`src/rtl/aurora_init_pkg.sv`:
```
// Shared types and default timing for the Aurora init sequencer.
// Optional retry/timeout logic is compiled in with AURORA_INIT_RETRY_EN.
package aurora_init_pkg;

  typedef enum logic [1:0] {
    SEQ     = 2'd0,
    WAIT_UP = 2'd1,
    LINKED  = 2'd2
  } init_state_t;

  localparam int DEF_AURORA_RST_CYC = 100;
  localparam int DEF_GT_LOW_START   = 490;
  localparam int DEF_GT_PULSE_CYC   = 10;
  localparam int DEF_STABLE_CYC     = 8;
  localparam int DEF_LINK_TIMEOUT   = 4096;
  localparam int DEF_CNT_W          = 16;
  localparam int RETRY_W            = 8;

  // Width needed to count 0..stable_cyc inclusive (never below 1 bit).
  function automatic int stab_width(input int stable_cyc);
    return (stable_cyc < 1) ? 1 : $clog2(stable_cyc + 1);
  endfunction

endpackage

```
`src/rtl/aurora_init_ctrl_debounce.sv`:
```
// Per-channel channel_up debouncer: input register, saturating stability
// counter and registered active-high reset for the TX/RX blocks.
// Module name: aurora_chup_debounce.
module aurora_chup_debounce
  import aurora_init_pkg::*;
#(
  parameter int STABLE_CYC = DEF_STABLE_CYC
) (
  input  logic init_clk,
  input  logic RST,
  input  logic enable,
  input  logic channel_up,
  output logic reset_TX_RX_Block
);

  localparam int                STAB_W   = stab_width(STABLE_CYC);
  localparam logic [STAB_W-1:0] STAB_MAX = STAB_W'(STABLE_CYC);

  logic              chup_reg;
  logic [STAB_W-1:0] stab_reg;

  // Register the raw channel_up once before it is used anywhere.
  always_ff @(posedge init_clk) begin
    if (RST) chup_reg <= 1'b0;
    else     chup_reg <= channel_up;
  end

  // Count consecutive high samples; release only once the count saturates.
  always_ff @(posedge init_clk) begin
    if (RST || !enable) begin
      stab_reg          <= '0;
      reset_TX_RX_Block <= 1'b1;
    end else begin
      reset_TX_RX_Block <= (stab_reg != STAB_MAX);
      if (!chup_reg)
        stab_reg <= '0;
      else if (stab_reg != STAB_MAX)
        stab_reg <= stab_reg + 1'b1;
    end
  end

endmodule

```
`src/rtl/aurora_init_ctrl.sv`:
```
// Power-up / re-init sequencer for one Aurora core with N_CH channels.
// Define AURORA_INIT_RETRY_EN to add link timeout and loss-of-link restart.
module aurora_init_ctrl
  import aurora_init_pkg::*;
#(
  parameter int N_CH           = 1,
  parameter int AURORA_RST_CYC = DEF_AURORA_RST_CYC,
  parameter int GT_LOW_START   = DEF_GT_LOW_START,
  parameter int GT_PULSE_CYC   = DEF_GT_PULSE_CYC,
  parameter int STABLE_CYC     = DEF_STABLE_CYC,
  parameter int LINK_TIMEOUT   = DEF_LINK_TIMEOUT,
  parameter int CNT_W          = DEF_CNT_W
) (
  input  logic               init_clk,
  input  logic               RST,
  input  logic [N_CH-1:0]    channel_up,
  output logic               reset_Aurora,
  output logic               gt_reset,
  output logic [N_CH-1:0]    reset_TX_RX_Block,
  output logic               all_up,
  output logic               init_done,
  output logic [RETRY_W-1:0] retry_cnt
);

  localparam logic [CNT_W-1:0] AURORA_REL   = CNT_W'(AURORA_RST_CYC);
  localparam logic [CNT_W-1:0] GT_LOW_BEG   = CNT_W'(GT_LOW_START);
  localparam logic [CNT_W-1:0] GT_HIGH_BEG  = CNT_W'(GT_LOW_START + GT_PULSE_CYC);
  localparam logic [CNT_W-1:0] GT_SEQ_END   = CNT_W'(GT_LOW_START + 2 * GT_PULSE_CYC);
  localparam logic [CNT_W-1:0] TIMEOUT_LAST = CNT_W'(LINK_TIMEOUT - 1);

  init_state_t      state_reg;
  logic [CNT_W-1:0] seq_cnt_reg;
  logic             all_deb;
  logic             restart;
  logic             deb_en;

  // A channel is debounced once its reset output has dropped.
  assign all_deb = ~|reset_TX_RX_Block;

`ifdef AURORA_INIT_RETRY_EN
  // Timeout and drop are mutually exclusive by state, so one retry per event.
  assign restart = ((state_reg == WAIT_UP) && !all_deb && (seq_cnt_reg == TIMEOUT_LAST)) ||
                   ((state_reg == LINKED)  && !all_deb);
`else
  assign restart = 1'b0;
`endif

  // Debouncers run only after the core sequence and are cleared by a restart.
  assign deb_en = (state_reg != SEQ) && !restart;

  genvar gi;
  generate
    for (gi = 0; gi < N_CH; gi++) begin : g_deb
      aurora_chup_debounce #(
        .STABLE_CYC(STABLE_CYC)
      ) u_deb (
        .init_clk         (init_clk),
        .RST              (RST),
        .enable           (deb_en),
        .channel_up       (channel_up[gi]),
        .reset_TX_RX_Block(reset_TX_RX_Block[gi])
      );
    end
  endgenerate

  // Sequencer FSM with registered reset_Aurora / gt_reset / init_done.
  always_ff @(posedge init_clk) begin
    if (RST || restart) begin
      state_reg    <= SEQ;
      seq_cnt_reg  <= '0;
      reset_Aurora <= 1'b1;
      gt_reset     <= 1'b1;
      init_done    <= 1'b0;
    end else begin
      case (state_reg)
        SEQ: begin
          reset_Aurora <= (seq_cnt_reg < AURORA_REL);
          gt_reset     <= (seq_cnt_reg < GT_LOW_BEG) ||
                          ((seq_cnt_reg >= GT_HIGH_BEG) && (seq_cnt_reg < GT_SEQ_END));
          if (seq_cnt_reg == GT_SEQ_END) begin
            state_reg   <= WAIT_UP;
            seq_cnt_reg <= '0;
            init_done   <= 1'b1;
          end else begin
            seq_cnt_reg <= seq_cnt_reg + 1'b1;
            init_done   <= 1'b0;
          end
        end
        WAIT_UP: begin
          reset_Aurora <= 1'b0;
          gt_reset     <= 1'b0;
          init_done    <= 1'b1;
          if (all_deb)
            state_reg <= LINKED;
          else if (seq_cnt_reg != TIMEOUT_LAST)
            seq_cnt_reg <= seq_cnt_reg + 1'b1;
        end
        LINKED: begin
          reset_Aurora <= 1'b0;
          gt_reset     <= 1'b0;
          init_done    <= 1'b1;
          if (!all_deb) begin
            state_reg   <= WAIT_UP;
            seq_cnt_reg <= '0;
          end
        end
        default: begin
          state_reg    <= SEQ;
          seq_cnt_reg  <= '0;
          reset_Aurora <= 1'b1;
          gt_reset     <= 1'b1;
          init_done    <= 1'b0;
        end
      endcase
    end
  end

  // all_up follows the debounced channel resets by one cycle.
  always_ff @(posedge init_clk) begin
    if (RST) all_up <= 1'b0;
    else     all_up <= all_deb;
  end

`ifdef AURORA_INIT_RETRY_EN
  // Saturating count of sequence restarts.
  always_ff @(posedge init_clk) begin
    if (RST)
      retry_cnt <= '0;
    else if (restart && (retry_cnt != {RETRY_W{1'b1}}))
      retry_cnt <= retry_cnt + 1'b1;
  end
`else
  assign retry_cnt = '0;
`endif

endmodule

```
`config.mk`:
```
export PLATFORM = sky130hd
export DESIGN_NAME = aurora_init_ctrl
export DESIGN_NICKNAME = d
export VERILOG_FILES = /design/src/rtl/aurora_init_pkg.sv /design/src/rtl/aurora_init_ctrl_debounce.sv /design/src/rtl/aurora_init_ctrl.sv
export SDC_FILE = /design/constraint.sdc
export NUM_CORES = 1
export LEC_CHECK = 0
export ABC_AREA = 0
export CAP_MARGIN = 15
export CORE_MARGIN = 2
export CORE_UTILIZATION = 35
export DETAILED_ROUTE_END_ITERATION = 8
export GPL_ROUTABILITY_DRIVEN = 0
export PLACE_DENSITY = 0.56
export SKIP_LAST_GASP = 1
export SYNTH_ARGS = -nofsm -noshare
export SYNTH_HDL_FRONTEND = slang
export SYNTH_SLANG_ARGS = --single-unit
```
`constraint.sdc`:
```
create_clock -name init_clk -period 2.01 [get_ports init_clk]
set_input_delay 0.201 -clock init_clk [delete_from_list [all_inputs] [get_ports init_clk]]
set_output_delay 0.201 -clock init_clk [all_outputs]
set_load 0.05 [all_outputs]
```
==> run_results.csv <==
group,metric,value,unit
status,status,"completed",
floorplanning,core_area,0.00432,sq mm
run,drv_cap,0,
cts,hold_buffers,0,
worst_setup_path,arrival,2.07,ns
floorplanning,start_util,0.362,
sta,hold_viol,0,
cts,cts_tree,"done",
cts,cts_buffer_depth,2,
cts,cts_buffers,3,
final_layout,finalCoreUtilization,0.420,
grt,antenna_found_initial,0,
final_layout,layout-drive-gt1-share,0.165,
synthesis,synth_ff_type,"dfxtp_1",
floorplanning,die_w,70.9,um
cts,clk-insertion-delay-late,0.28,ns
cts,clk_pin_slew,0.09,ns
final_layout,largest_reg_flops,16,
floorplanning,fp.dieH,70.9,um
sta,setup_viol,0,
route,ant_nets,0,
synthesis,async_reset_ff_frac,0,
placed_design,io_buffers,7,
sta,post-route-period-util,0.940,
grt,grt_pass1_vias,1131,
synthesis,ys_ff_latch,28,
worst_setup_path,crit_required,2.19,ns
synthesis,yosys-top-cells-count,"dfxtp_1 (28), nor2_1 (25), xnor2_1 (14)",
pwr,vdd_drop_max,0.681,mV
grt,grt_usage,0.132,
grt,use_met3,0.0313,
synthesis,syn_avg_cell_area,8.74,sq um
worst_setup_path,cp_slowest_stage_delay,0.41,ns
grt,grtUsageMet1,0.180,
grt,grt_max_degree,17,
synthesis,yosysMostFrequentCell,"dfxtp_1",
sta,max_freq,529,MHz
route,wl_per_cell,12.1,um
sta,period_needed,1.89,ns
floorplanning,num_rows,24,
sta,skew,0.00155,ns
sta,worst_pin_slew,0.501,ns
placed_design,dp_hpwl,2.23,mm
pwr,p_leak,0.698,nW
worst_setup_path,path_class,"flip-flop to flip-flop",
sta,rsz0062_at_grt,"true",
route,via_count,1241,
worst_setup_path,slowest_stage,"a2111oi_1",
synthesis,synth_edf_count,0,
sta,max_slew_margin,0.665,
placed_design,dpl.cell_count,244,
route,vias_per_cell,4.92,
floorplanning,io-pin-count,16,
placed_design,placed_area,0.00171,sq mm
cts,clkSinkCount,28,
worst_setup_path,path_max_fanout,5,
final_layout,diodes,0,
final_layout,stdcell_area,0.00182,sq mm
route,drtIter0Drc,31,
grt,grt_pass1_wl,5.32,mm
floorplanning,dieArea,0.00502,sq mm
pwr,power_density,901,mW/mm^2
worst_setup_path,crit_path_start_kind,"flip-flop",
grt,gr-total-overflow,0,
route,wl,3.05,mm
cts,cts_max_level,1,
final_layout,finalNonFillerCells,252,
sta,final_max_slew_viol_count,0,
final_layout,area_growth_syn_to_layout,16.0,%
synthesis,synth_area,0.00157,sq mm
worst_hold_path,min_path_type,"input port to flip-flop",
worst_setup_path,crit_chain,"inv_1, ha_1, nor2b_1, or2_0, a2111oi_1, buf_4, xnor2_1, nor2_1",
cts,clock_tree.root_cell,"clkbuf_8",
grt,use_met2,0.206,
final_layout,fillCellCount,445,
worst_setup_path,end_kind,"flip-flop",
route,drtPass1Iterations,4,
synthesis,yosysUniqueCellTypes,39,
final_layout,finalNetCount,212,
synthesis,yosys.area.top_type,"dfxtp_1",
synthesis,synthCells,179,
final_layout,multiInputGateArea,875,sq um
route,drc,0,
synthesis,synth_area_leaders,"dfxtp_1 (36%), xnor2_1 (7.8%), ha_1 (6.4%), nor2_1 (6.0%), buf_4 (4.3%)",
final_layout,seq_area,566,sq um
synthesis,synth_top_area_frac,0.358,
grt,top_usage_layer,"met2",
synthesis,synth-warning-count,0,
synthesis,synth-seq-area-share,0.358,
==> placed cells by master, fill, tap and decap left out, types with 3 or more instances in the layout <==
master           instances
clkbuf_8                 3
nand3_1                  6
nor2_1                  25
buf_4                   18
ha_1                     7
o21ai_0                  4
nor3_1                   3
a21oi_1                  9
nand4_1                  5
nand2_1                 13
conb_1                   8
xnor2_1                 14
a211oi_1                 8
dfxtp_1                 26
inv_1                    9
nand2b_1                 4
clkdlybuf4s50_1          7
==> logic make-up (layout without fill, tap and decap cells) <==
group,Yosys count,count (layout),share of synthesized area
AOI/OAI and AO/OA,33,33,0.161
xor gates and xnor gates,15,15,0.0839
adders and majority gates,8,8,0.0640
buffers and inverters,24,38,0.103
DFF,28,28,0.358
other,1,8,0.00240
and+or+nand+nor,70,70,0.228
==> critical path, delay by kind of cell (launching register included) <==
family	cells	cell delay, ns
fa+ha+maj	1	0.20
compound gates	1	0.41
flops	1	0.34
simple gates	3	0.50
buf+inv	2	0.25
xor+xnor	1	0.10
==> layout make-up <==
class | count | area share
Multi-Input combinational cell | 134 | 0.482
Clock inverter | 1 | 0.0165
Tap cell | 52 | 0.0358
Clock buffer | 3 | 0.0227
Sequential cell | 28 | 0.312
Timing Repair Buffer | 25 | 0.113
Inverter | 9 | 0.0186
==> what timing repair did <==
action | in CTS | in global routing
setup endpoints to repair | 0 | 7
setup buffers | 0 | 4
endpoints found under the hold margin | 0 | 0
resized for setup | 0 | 5
==> metal layers <==
metal | part of all wire | up-vias | routed length [um]
met3 | 0.047 | 2 | 142
met2 | 0.45 | 24 | 1370
met5 | 0 | - | 0
met1 | 0.49 | 571 | 1500
met4 | 0.012 | 0 | 38
li1 | - | 644 | -
==> report_power, final <==
group          switching [mW]  internal [mW]
clock                   0.176          0.267
sequential             0.0450          0.624
combinational           0.335          0.190
==> path summary, 6_finish.rpt <==
path,slack (ns),depth (start not counted),to,startpoint
worst max-delay path,0.12,8,seq_cnt_reg[14]$_SDFFE_PP0P_,state_reg[0]$_SDFFE_PP0P_
worst min-delay path,0.48,2,g_deb[0].u_deb.chup_reg$_SDFF_PP0_,channel_up
worst max register to register,0.12,8,seq_cnt_reg[14]$_SDFFE_PP0P_,state_reg[0]$_SDFFE_PP0P_
worst min register to register,0.50,2,g_deb[0].u_deb.stab_reg[1]$_SDFFE_PP0P_,g_deb[0].u_deb.stab_reg[1]$_SDFFE_PP0P_
==> through the flow <==
stage / TNS [ns] / setup slack, ns / total power, mW / hold slack (ns)
final: 0 / 0.121 / 1.64 / 0.479
after global routing: -0.0615 / -0.0615 / 1.73 / 0.491
after CTS: 0 / 0.0702 / 1.65 / 0.477
after detailed placement: 0 / 0.0980 / 1.20 / 0.491
after global placement: 0 / 0.101 / 1.20 / 0.483
after floorplan: 0 / 0.162 / 1.07 / 0.268
(Power assumes the default switching activity.)
